`src/rtl/motion_sequencer_pkg.sv`:
```
// Shared definitions for the motion sequencer.
// Holds the tone-direction command codes, the FSM state encoding, the width of
// the shared down-counter, and small helpers that map a command onto the
// H-bridge direction it needs.
package motion_sequencer_pkg;

   // Command codes produced by the tone-detection front end
   localparam logic [2:0] TD_HOLD    = 3'd0;
   localparam logic [2:0] TD_STOP    = 3'd1;
   localparam logic [2:0] TD_FORWARD = 3'd2;
   localparam logic [2:0] TD_LEFT    = 3'd3;
   localparam logic [2:0] TD_RIGHT   = 3'd4;
   localparam logic [2:0] TD_REVERSE = 3'd5;

   // FSM state encoding, visible on the debug port
   typedef enum logic [2:0] {
      ST_IDLE    = 3'd0,
      ST_STOPPED = 3'd1,
      ST_DRIVE   = 3'd2,
      ST_DEAD    = 3'd3,
      ST_TIMED   = 3'd4
   } state_t;

   // One counter times both the dead-time and the timed actions
   localparam int COUNT_W = 27;

   // Direction pair {left,right} (1 = forward) a command needs.
   // STOP (and anything unknown) leaves the direction where it is.
   function automatic logic [1:0] target_dir(input logic [2:0] cmd,
                                              input logic [1:0] cur);
      logic [1:0] dir;
      case (cmd)
         TD_FORWARD: dir = 2'b11;
         TD_LEFT:    dir = 2'b01;
         TD_RIGHT:   dir = 2'b10;
         TD_REVERSE: dir = 2'b00;
         default:    dir = cur;
      endcase
      return dir;
   endfunction

   // HOLD and the unused codes 6/7 never count as commands
   function automatic logic is_command(input logic [2:0] code);
      return (code >= TD_STOP) && (code <= TD_REVERSE);
   endfunction

endpackage

```
`src/rtl/motion_sequencer.sv`:
```
// Motion sequencer for a two-motor H-bridge platform.
// Turns edge events on the tone-detection command code into motor enables and
// directions. Any direction flip is preceded by a dead-time with both motors
// off; turns and reverse are timed actions; a one-deep pending slot queues the
// newest command that arrives while a dead-time or timed action is running.
//
// Ports:
//   clk                  system clock
//   rst                  synchronous active-high reset
//   run                  operator arm switch; low forces IDLE
//   toneDir[2:0]         command code from tone detection (TD_* codes)
//   enableToneDetection  high in every state except IDLE
//   motorEn[1:0]         {left,right} motor enables
//   motorDir[1:0]        {left,right} directions, 1 = forward
//   busy                 high while in DEAD or TIMED
//   state[2:0]           current FSM state, for debug
module motion_sequencer
   import motion_sequencer_pkg::*;
#(
   parameter int unsigned TURN_CYCLES    = 50_000_000,
   parameter int unsigned REVERSE_CYCLES = 100_000_000,
   parameter int unsigned DEAD_CYCLES    = 500_000
) (
   input  logic       clk,
   input  logic       rst,
   input  logic       run,
   input  logic [2:0] toneDir,
   output logic       enableToneDetection,
   output logic [1:0] motorEn,
   output logic [1:0] motorDir,
   output logic       busy,
   output logic [2:0] state
);

   // The counter is loaded with N-1 on entry and the state is left in the
   // cycle it reads zero, which gives exactly N cycles in that state.
   localparam logic [COUNT_W-1:0] DEAD_LOAD =
      (DEAD_CYCLES > 0) ? COUNT_W'(DEAD_CYCLES - 1) : '0;
   localparam logic [COUNT_W-1:0] TURN_LOAD =
      (TURN_CYCLES > 0) ? COUNT_W'(TURN_CYCLES - 1) : '0;
   localparam logic [COUNT_W-1:0] REVERSE_LOAD =
      (REVERSE_CYCLES > 0) ? COUNT_W'(REVERSE_CYCLES - 1) : '0;

   state_t              state_q, state_d;
   logic [1:0]          en_q, en_d;
   logic [1:0]          dir_q, dir_d;
   logic                etd_q, etd_d;
   logic                busy_q, busy_d;
   logic [COUNT_W-1:0]  count_q, count_d;
   logic                pending_valid, pending_valid_d;
   logic [2:0]          pending_cmd, pending_cmd_d;
   logic [2:0]          dead_cmd, dead_cmd_d;
   logic [2:0]          prev_dir, prev_dir_d;

   logic                event_hit;
   logic                launch;
   logic                apply;
   logic [2:0]          launch_cmd;

   // Every output and all bookkeeping are registered here; reset wins over
   // everything else.
   always_ff @(posedge clk) begin
      if (rst) begin
         state_q       <= ST_IDLE;
         en_q          <= 2'b00;
         dir_q         <= 2'b11;
         etd_q         <= 1'b0;
         busy_q        <= 1'b0;
         count_q       <= '0;
         pending_valid <= 1'b0;
         pending_cmd   <= TD_HOLD;
         dead_cmd      <= TD_HOLD;
         prev_dir      <= TD_HOLD;
      end else begin
         state_q       <= state_d;
         en_q          <= en_d;
         dir_q         <= dir_d;
         etd_q         <= etd_d;
         busy_q        <= busy_d;
         count_q       <= count_d;
         pending_valid <= pending_valid_d;
         pending_cmd   <= pending_cmd_d;
         dead_cmd      <= dead_cmd_d;
         prev_dir      <= prev_dir_d;
      end
   end

   // Next-state logic. A command is either "launched" (dead-time inserted
   // when the direction must flip) or "applied" directly, which is what
   // happens at the end of a dead-time.
   always_comb begin
      state_d         = state_q;
      en_d            = en_q;
      dir_d           = dir_q;
      count_d         = count_q;
      pending_valid_d = pending_valid;
      pending_cmd_d   = pending_cmd;
      dead_cmd_d      = dead_cmd;
      prev_dir_d      = toneDir;
      launch          = 1'b0;
      apply           = 1'b0;
      launch_cmd      = TD_STOP;

      event_hit = (toneDir != prev_dir) && is_command(toneDir);

      if (!run) begin
         state_d         = ST_IDLE;
         en_d            = 2'b00;
         count_d         = '0;
         pending_valid_d = 1'b0;
         prev_dir_d      = TD_HOLD;
      end else begin
         case (state_q)
            ST_IDLE: begin
               state_d = ST_STOPPED;
            end
            ST_STOPPED, ST_DRIVE: begin
               if (event_hit) begin
                  launch     = 1'b1;
                  launch_cmd = toneDir;
               end
            end
            ST_DEAD, ST_TIMED: begin
               if (event_hit && (toneDir == TD_STOP)) begin
                  state_d         = ST_STOPPED;
                  en_d            = 2'b00;
                  count_d         = '0;
                  pending_valid_d = 1'b0;
               end else begin
                  // An event in the final cycle still counts as the newest
                  // pending command for the follow-on decision below.
                  if (event_hit) begin
                     pending_valid_d = 1'b1;
                     pending_cmd_d   = toneDir;
                  end
                  if (count_q != '0) begin
                     count_d = count_q - 1'b1;
                  end else if (state_q == ST_DEAD) begin
                     // Motors already off, so the next command goes out
                     // without another dead-time.
                     apply           = 1'b1;
                     launch_cmd      = pending_valid_d ? pending_cmd_d : dead_cmd;
                     pending_valid_d = 1'b0;
                  end else if (pending_valid_d) begin
                     launch          = 1'b1;
                     launch_cmd      = pending_cmd_d;
                     pending_valid_d = 1'b0;
                  end else if (dir_q == 2'b00) begin
                     // Reverse finished: stop in place
                     state_d = ST_STOPPED;
                     en_d    = 2'b00;
                  end else begin
                     // Turn finished: resume forward driving
                     launch     = 1'b1;
                     launch_cmd = TD_FORWARD;
                  end
               end
            end
            default: begin
               state_d = ST_IDLE;
               en_d    = 2'b00;
            end
         endcase

         if (launch && (target_dir(launch_cmd, dir_q) != dir_q)) begin
            state_d    = ST_DEAD;
            en_d       = 2'b00;
            count_d    = DEAD_LOAD;
            dead_cmd_d = launch_cmd;
         end else if (launch || apply) begin
            dir_d = target_dir(launch_cmd, dir_q);
            case (launch_cmd)
               TD_STOP: begin
                  state_d = ST_STOPPED;
                  en_d    = 2'b00;
                  count_d = '0;
               end
               TD_FORWARD: begin
                  state_d = ST_DRIVE;
                  en_d    = 2'b11;
                  count_d = '0;
               end
               TD_REVERSE: begin
                  state_d = ST_TIMED;
                  en_d    = 2'b11;
                  count_d = REVERSE_LOAD;
               end
               default: begin
                  state_d = ST_TIMED;
                  en_d    = 2'b11;
                  count_d = TURN_LOAD;
               end
            endcase
         end
      end

      busy_d = (state_d == ST_DEAD) || (state_d == ST_TIMED);
      etd_d  = (state_d != ST_IDLE);
   end

   assign enableToneDetection = etd_q;
   assign motorEn             = en_q;
   assign motorDir            = dir_q;
   assign busy                = busy_q;
   assign state               = state_q;

endmodule

```
`config.mk`:
```
export PLATFORM = sky130hd
export DESIGN_NAME = motion_sequencer
export DESIGN_NICKNAME = d
export VERILOG_FILES = /design/src/rtl/motion_sequencer_pkg.sv /design/src/rtl/motion_sequencer.sv
export SDC_FILE = /design/constraint.sdc
export NUM_CORES = 1
export LEC_CHECK = 0
export ABC_AREA = 1
export BUFFER_PORTS_ARGS = -buffer_cell sky130_fd_sc_hd__buf_2
export CAP_MARGIN = 5
export CORE_UTILIZATION = 45
export DETAILED_ROUTE_END_ITERATION = 8
export HOLD_SLACK_MARGIN = 0.1
export PLACE_DENSITY = 0.65
export SETUP_SLACK_MARGIN = 0.3
export SYNTH_ARGS = -nofsm -noshare
export SYNTH_HDL_FRONTEND = slang
export SYNTH_SLANG_ARGS = --single-unit
```
`constraint.sdc`:
```
create_clock -name clk -period 3.4 [get_ports clk]
set_input_delay 0.17 -clock clk [delete_from_list [all_inputs] [get_ports clk]]
set_output_delay 0.17 -clock clk [all_outputs]
set_load 0.005 [all_outputs]
```
==> metrics, run 1 <==
sequential area share after synthesis=30.9%; DR DRC count=0; Placer Congestion=0.927; Mapped Cells=427; largest net degree at the start of global routing=36; Netlist Area Pre-Place=2910 um2; later-pin clock latency in the skew report=0.30 ns; WS Path Type=reg -> reg; Worst Setup End Kind=flip-flop; RSZ-0062 raised after global routing=false; via-per-instance ratio=5.34; # hold bufs at CTS=0; TritonCTS clock tree=built; clk sinks=45; FMAX=364 MHz; Final ANT Viol Nets=0; vias in the first global route=2,518; WL final=7.05 mm; fin crit period=2.74 ns; LEAKAGE=1.43 nW; Placed Instance Area=3030 um2; Final TNS setup=0 ns; Die Y=82.5 um; status=complete, no violations; FF+latch area=901 um2; Root Buffer=clkbuf_8; Final Cycle Share=80.7%; Worst-path clk slew=0.09 ns; WP data arrival=2.95 ns; PostCTS Resize Cnt=0; fillcell total=645; H-tree Lvls=2; pre-CTS setup slack=0.677 ns; die area=6800 um2; Antenna diodes=0; grt total ovfl=0; WP data required=3.61 ns; Max-Cap Viols=0; global-route usage over all layers=23.3%; setup slack after layout=0.656 ns; CP max FO=11; total area of multi-input combinational cells=1770 um2; layout cell share with drive strength beyond 1=15.4%; Iteration-0 DRC Markers=211; worst clock skew=0.00921 ns; initial antenna violation count=0; most frequent cells in the layout=nand2_1 (73), nor2_1 (68), dfxtp_1 (45); first-pass GRT wire length=11.9 mm; Area Overhead vs Synth=7.64%; initial core utilization=47.8%; # port buffers=14; most common cell after layout, fill and taps aside=nand2_1; postcts setup bufs=0; flop2flop setup slack=0.66 ns; peak supply drop=0.000319 V; Slew HR=62.8%; finished layout cell area=3140 um2; CTS Buffer Depth=2; routed vias=2,759; final slew viol count=0; fin nets=449; worst hold path type=in -> reg; actual slew at the worst max-slew pin=0.554 ns; Wirelength per Cell=13.6 um; dpl hpwl=5.23 mm; post-synthesis cell type count=40; Syn. warnings=0; total core area=6100 um2; Startpoint Class=flip-flop; Final Hold Viols=0; Cell Pwr Density=785 nW/um2; IO Count=15; syn nets=435; WHS=0.138 ns; Avg Inst Size Synth=6.82 um2; Die X=82.5 um; Yosys reg bits=45; TritonCTS buffer count=5; Final Util=51.5%; Site Rows=28; final setup fails=0; Initial DRT Pass Iterations=5
[worst max-delay path: stages, from the launching register on]
cell	delay (ns)
dfxtp_1	0.47
nand3_1	0.27
nand2_1	0.28
nand2_4	0.09
nor2_4	0.12
nand3_2	0.10
nand2_4	0.12
a21oi_4	0.07
nand2_1	0.33
clkinv_1	0.34
a21oi_1	0.21
nand3_1	0.09
o211ai_1	0.09
inv_1	0.05
[power breakdown]
group	internal (W)	switching, W	total [W]
Sequential	0.000592	0.0000667	0.000659
Combinational	0.000482	0.000908	0.00139
Clock	0.000221	0.000192	0.000413
Total	0.00129	0.00117	0.00246
[sequential cells by signal, indices dropped and copies added, names as in the netlist]
name                 cells
count_q                 27
dead_cmd                 3
pending_cmd              3
prev_dir                 3
state                    3
motorDir                 2
busy                     1
enableToneDetection      1
motorEn                  1
pending_valid            1
[synthesized netlist by cell type]
cell type / count / share of area [%]
ha_1: 2 / 0.86
o21ai_0: 29 / 5.0
inv_4: 1 / 0.21
a21oi_1: 27 / 4.6
o31ai_1: 4 / 1.0
a31oi_1: 7 / 1.5
clkbuf_1: 1 / 0.13
nor2_4: 1 / 0.39
buf_2: 3 / 0.52
a211oi_1: 4 / 1.0
buf_4: 1 / 0.26
nor2_2: 8 / 1.7
a41oi_1: 1 / 0.30
nand4_1: 8 / 1.7
inv_1: 39 / 5.0
nor4_1: 1 / 0.21
a31oi_2: 1 / 0.43
o21ai_1: 2 / 0.34
nand2_4: 7 / 2.7
nor3_2: 4 / 1.4
nand2_2: 9 / 1.9
xnor2_2: 1 / 0.56
nand3_4: 1 / 0.60
nand2_1: 73 / 9.4
inv_2: 7 / 0.90
clkinv_1: 2 / 0.26
nand3_2: 3 / 1.0
o22ai_1: 1 / 0.21
nand3b_1: 2 / 0.52
a21boi_4: 1 / 0.64
dfxtp_1: 45 / 31
nand3_1: 27 / 4.6
nor3_1: 9 / 1.5
buf_6: 3 / 1.2
xor2_1: 14 / 4.2
a21oi_4: 2 / 1.1
o211ai_1: 3 / 0.77
a21boi_0: 1 / 0.26
nor2_1: 68 / 8.8
xnor2_1: 4 / 1.2
[area by class of cell]
| class | instances | share of cell area [%] |
|---|---|---|
| inverter | 49 | 5.94 |
| tap | 75 | 2.99 |
| sequential | 45 | 28.7 |
| clock buffer | 6 | 2.31 |
| clock inverter | 2 | 1.24 |
| timing repair buffer | 15 | 2.47 |
| multi-input combinational | 325 | 56.3 |
[final timing paths]
kind / cells after the start / to / startpoint
setup reg to reg: 13 / count_q[4] / state[1]
setup / recovery: 13 / count_q[4] / state[1]
hold / removal: 2 / dead_cmd[2] / rst
hold reg to reg: 2 / pending_cmd[2] / pending_cmd[2]
[logic make-up after synthesis]
group                      after synthesis  share of synthesized area (%)
DFF                                     45                           30.9
and+or+nand+nor                        221                           36.5
AOI/OAI and AO/OA                       83                           17.3
xor gates and xnor gates                19                           5.97
adders and majority gates                2                          0.859
buffers and inverters                   57                           8.46
[through the flow]
stage	total power [W]	std cells
floorplan	0.00179	427
global placement	0.00205	509
detailed placement	0.00204	509
CTS	0.00246	517
global route	0.00269	517
finish	0.00246	517
[metal layers]
metal	share of wire, %	global-route usage [%]
met3	4.8	4.51
met1	49	32.0
met5	0	0
met4	1.8	8.42
met2	44	36.1
No activity file was read; power rests on OpenSTA's default activity.
==> run 2, diff against run 1 <==
==> constraint.sdc (replaced) <==
create_clock -name clk -period 2.65 [get_ports clk]
set_input_delay 0.1325 -clock clk [delete_from_list [all_inputs] [get_ports clk]]
set_output_delay 0.1325 -clock clk [all_outputs]
set_load 0.005 [all_outputs]
==> run 2 against run 1 <==
Effect of this change: non-clock buffer count is 37 higher; utilization is 11 points higher; via count is 12% higher; highest routed layer unchanged; critical endpoint is now count_q[17].
==> metrics, run 2 (synthesized netlist as in run 1, its figures left out) <==
status=complete, no violations; CTS Buffer Depth=2; finished layout cell area=3800 um2; RSZ-0062 raised after global routing=true; Wirelength per Cell=14.9 um; grt total ovfl=0; Final Cycle Share=86.9%; fillcell total=534; Die X=82.5 um; total core area=6100 um2; Max-Cap Viols=0; WP data required=2.88 ns; Iteration-0 DRC Markers=221; initial core utilization=47.8%; Area Overhead vs Synth=30.5%; DR DRC count=0; Final ANT Viol Nets=0; max reg flops=27; Antenna diodes=0; Die Y=82.5 um; IO Count=15; most common cell after layout, fill and taps aside=nand2_1; WHS=0.105 ns; FF+latch area=931 um2; FMAX=434 MHz; vias in the first global route=2,520; Max stage delay on crit path=0.33 ns; most frequent cells in the layout=nand2_1 (56), nor2_1 (54), inv_1 (35), buf_4 (35), dfxtp_1 (29); LEAKAGE=1.68 nW; Placer Congestion=0.965; later-pin clock latency in the skew report=0.31 ns; Slew HR=48.9%; WP data arrival=2.53 ns; R2R depth=14; via-per-instance ratio=5.55; TritonCTS buffer count=5; clk sinks=45; Startpoint Class=flip-flop; routed vias=3,087; worst clock skew=0.00260 ns; Initial DRT Pass Iterations=5; final slew viol count=0; total area of multi-input combinational cells=2110 um2; fin nets=489; global-route usage over all layers=24.1%; die area=6800 um2; dpl hpwl=5.36 mm; fin crit period=2.30 ns; Critical Path, Cell by Cell=xnor2_2 -> nand3_4 -> a21oi_4 -> buf_4 -> nand2_1 -> nand3_1 -> nand2_1 -> nand2_4 -> nor3_4 -> buf_6 -> nor2_4 -> nand2_4 -> buf_4 -> a41oi_1; TritonCTS clock tree=built; peak supply drop=0.000453 V; CP bufs+invs=3; Final Hold Viols=0; Crit-path slowest cell=dfxtp_1; WL final=8.28 mm; critical path depth=14; fin cells=556; Largest delay share family, worst path=simple AND/OR/NAND/NOR gates; H-tree Lvls=2; final setup fails=0; worst hold path type=in -> reg; initial antenna violation count=0; CP max FO=6; actual slew at the worst max-slew pin=0.764 ns; WS Path Type=reg -> reg; Worst Setup End Kind=flip-flop; layout cell share with drive strength beyond 1=35.8%; first-pass GRT wire length=12.3 mm; Site Rows=28; Placed Instance Area=3090 um2; largest net degree at the start of global routing=19; # port buffers=14; Final TNS setup=0 ns; Worst-path clk slew=0.08 ns; Cell Pwr Density=986 nW/um2; worst hold path stage count=3; Root Buffer=clkbuf_8; Inst Count DP=518; Reg with most FFs=count_q
run 2: cell count changes in the layout (fill, tap and decap cells not counted), moves of 6 or more:
cell,previous run,this run
nor2_1,68,54
dfxtp_2,0,12
buf_4,1,35
nand2_1,73,56
nor2_4,1,14
nand2_4,7,13
dfxtp_1,45,29
nand2_2,9,18
run 2: what timing repair did:
action / in CTS / in global routing
gates resized for setup: 14 / 97
endpoints found under the hold margin: 1 / 0
setup buffers: 3 / 24
setup endpoints to repair: 35 / 38
pin swaps: 3 / 22
gates cloned: 2 / 1
hold buffers: 1 / 0
run 2: where the power goes:
group	total, W	internal (W)	switching [W]
clock	0.000444	0.000207	0.000237
combinational	0.00244	0.000958	0.00148
sequential	0.000867	0.000769	0.0000982
run 2: worst reg2reg max path: cells and delay by family, from the launching register on:
family,cells,cell delay [ns]
buf+inv,3,0.40
compound gates,2,0.42
xor+xnor,1,0.16
flops,1,0.33
simple gates,8,0.92
run 2: path summary, 6_finish.rpt:
| path | start | to | slack, ns |
|---|---|---|---|
| setup reg to reg | prev_dir[1] | count_q[17] | 0.35 |
| hold / removal | run | state[0] | 0.10 |
| hold reg to reg | pending_cmd[0] | pending_cmd[0] | 0.47 |
| setup / recovery | prev_dir[1] | count_q[17] | 0.35 |
run 2: per-stage QoR:
stage	power, W	util [%]	setup slack (ns)
floorplan	0.00230	-	0.588
global route	0.00401	62.4	0.221
global placement	0.00269	50.7	0.0797
detailed placement	0.00269	50.7	0.0704
finish	0.00375	62.4	0.348
CTS	0.00324	54.1	0.269
run 2: cell type report:
type	instances	share of cell area, %
Sequential cell	45	24.5
Multi-Input combinational cell	327	55.6
Inverter	49	5.33
Timing Repair inverter	1	0.230
Timing Repair Buffer	52	9.61
Clock buffer	7	2.27
Tap cell	75	2.47
run 2: routing by layer:
| layer | routed length (um) | GRT usage (%) | vias to the layer above |
|---|---|---|---|
| li1 | - | - | 1524 |
| met1 | 3860 | 34.3 | 1406 |
| met2 | 3720 | 36.1 | 137 |
| met3 | 531 | 4.73 | 20 |
| met4 | 161 | 7.72 | 0 |
| met5 | 0 | 0 | - |
==> run 3, diff against run 2 <==
--- a/config.mk
+++ b/config.mk
@@ -12,6 +12,7 @@
 export DETAILED_ROUTE_END_ITERATION = 8
 export HOLD_SLACK_MARGIN = 0.1
 export PLACE_DENSITY = 0.65
+export RECOVER_POWER = 50
 export SETUP_SLACK_MARGIN = 0.3
 export SYNTH_ARGS = -nofsm -noshare
 export SYNTH_HDL_FRONTEND = slang
==> run 3 against run 2 <==
Effect of this change: count of clock-buffer cells in the layout unchanged; cell count unchanged; register-to-register slack worse by 0.03 ns; first-iteration DRC count up 0.45%; clock power about the same; sequential cell count unchanged; utilization down 0.43 points; via count up 0.19%; highest routed layer unchanged.
==> metrics, run 3 (synthesized netlist as in run 1, its figures left out) <==
Final ANT Viol Nets=0; Crit-path slowest cell=dfxtp_1; worst hold path stage count=3; Root Buffer=clkbuf_8; RSZ-0062 raised after global routing=true; Final Hold Viols=0; CP bufs+invs=0; CP max FO=7; Max stage delay on crit path=0.49 ns; WP data arrival=2.55 ns; vias in the first global route=2,520; Placer Congestion=0.965; most frequent cells in the layout=nand2_1 (57), nor2_1 (54), inv_1 (35), buf_4 (35), dfxtp_1 (31); IO Count=15; CTS Buffer Depth=2; Cell Pwr Density=989 nW/um2; Die Y=82.5 um; hold path start=toneDir[1]; fin nets=489; Die X=82.5 um; Reg with most FFs=count_q; LEAKAGE=1.66 nW; clk sinks=45; Area Overhead vs Synth=29.6%; Wirelength per Cell=14.8 um; largest net degree at the start of global routing=19; final slew viol count=0; worst hold endpoint=prev_dir[1]; TritonCTS buffer count=5; Final Cycle Share=88.2%; # port buffers=14; layout cell share with drive strength beyond 1=33.3%; WL final=8.26 mm; max reg flops=27; R2R depth=17; Iteration-0 DRC Markers=222; initial antenna violation count=0; actual slew at the worst max-slew pin=0.763 ns; FMAX=428 MHz; via-per-instance ratio=5.56; die area=6800 um2; first-pass GRT wire length=12.3 mm; TritonCTS clock tree=built; r2r startpoint=state[1]; FF-to-FF End=enableToneDetection; Final TNS setup=0 ns; status=complete, no violations; initial core utilization=47.8%; Initial DRT Pass Iterations=5; WP data required=2.86 ns; flop2flop setup slack=0.31 ns; final setup fails=0; grt total ovfl=0; total core area=6100 um2; finished layout cell area=3780 um2; Startpoint Class=flip-flop; fin crit period=2.34 ns; Max-Cap Viols=0; later-pin clock latency in the skew report=0.31 ns; Largest delay share family, worst path=simple AND/OR/NAND/NOR gates; total power=0.00374 W; Worst Setup End Kind=flip-flop; WS Path Type=reg -> reg; Slew HR=48.9%; peak supply drop=0.000450 V; Placed Instance Area=3090 um2; Site Rows=28; routed vias=3,093; H-tree Lvls=2; global-route usage over all layers=24.1%; Antenna diodes=0; worst hold path type=in -> reg; worst clock skew=0.00311 ns; most common cell after layout, fill and taps aside=nand2_1; Critical Path, Cell by Cell=nand3_4 -> nand2_1 -> nand2_4 -> nor2_4 -> nand2_2 -> nor2_2 -> nor2_4 -> nand2_4 -> nand2_1 -> nand2_2 -> nand3_4 -> nand2_8 -> nand2_2 -> nand2_1 -> nand2_1 -> nand2_1 -> nand2_1; Worst-path clk slew=0.08 ns; dpl hpwl=5.36 mm; most used cell, CP=nand2_1; DR DRC count=0
-- run 3: changes by cell type in the layout (fill, tap and decap cells not counted), sizes merged --
| cell | previous run | this run |
|---|---|---|
| clkbuf | 7 | 13 |
| buf | 51 | 45 |
-- run 3: metal layers --
| metal | global-route usage [%] | vias up | routed length (um) |
|---|---|---|---|
| met2 | 36.1 | 112 | 3750 |
| met5 | 0 | - | 0 |
| met4 | 7.72 | 0 | 134 |
| li1 | - | 1532 | - |
| met3 | 4.73 | 19 | 437 |
| met1 | 34.3 | 1430 | 3940 |
-- run 3: repair_timing --
action	CTS	global route
endpoints found under the hold margin	1	0
hold buffers	1	0
gates resized for setup	14	97
buffers inserted	3	24
endpoints found under the setup margin	35	38
gates cloned	2	1
pin swaps	3	22
-- run 3: metrics by stage --
stage / hold WS, ns / util [%] / instances / setup slack, ns
2_1_floorplan: 0.202 / - / 427 / 0.588
3_3_place_gp: 0.413 / 50.7 / 518 / 0.0797
3_5_place_dp: 0.425 / 50.7 / 518 / 0.0704
4_1_cts: 0.103 / 54.1 / 531 / 0.269
5_1_grt: 0.122 / 61.9 / 556 / 0.127
6_report: 0.108 / 61.9 / 556 / 0.314
-- run 3: how the worst max path moves through the flow --
stage                startpoint  slack [ns]                   to  depth (start not counted)
global route           state[1]        0.13                 busy                         14
detailed placement     state[1]        0.07           count_q[7]                         15
global placement       state[1]        0.08           count_q[7]                         15
CTS                 prev_dir[0]        0.27           count_q[7]                         17
floorplan              state[1]        0.59          count_q[21]                         15
finish                 state[1]        0.31  enableToneDetection                         17
-- run 3: where the power goes --
part / switching, W / internal [W] / total (W)
clock: 0.000237 / 0.000207 / 0.000444
combinational: 0.00147 / 0.000952 / 0.00243
sequential: 0.0000986 / 0.000768 / 0.000867
-- run 3: final cells by class --
| type | instances | area (um2) |
|---|---|---|
| Multi-Input combinational cell | 327 | 2100 |
| Clock buffer | 7 | 86.3 |
| Fill cell | 543 | 2320 |
| Sequential cell | 45 | 928 |
| Tap cell | 75 | 93.8 |
| Timing Repair inverter | 1 | 8.76 |
| Inverter | 49 | 203 |
| Timing Repair Buffer | 52 | 358 |
-- run 3: worst reg2reg max path, stage by stage, from the launching register on --
cell	delay, ns
dfxtp_1	0.49
nand3_4	0.17
nand2_1	0.21
nand2_4	0.09
nor2_4	0.17
nand2_2	0.07
nor2_2	0.12
nor2_4	0.08
nand2_4	0.09
nand2_1	0.06
nand2_2	0.08
nand3_4	0.14
nand2_8	0.16
nand2_2	0.07
nand2_1	0.08
nand2_1	0.05
nand2_1	0.06
nand2_1	0.05
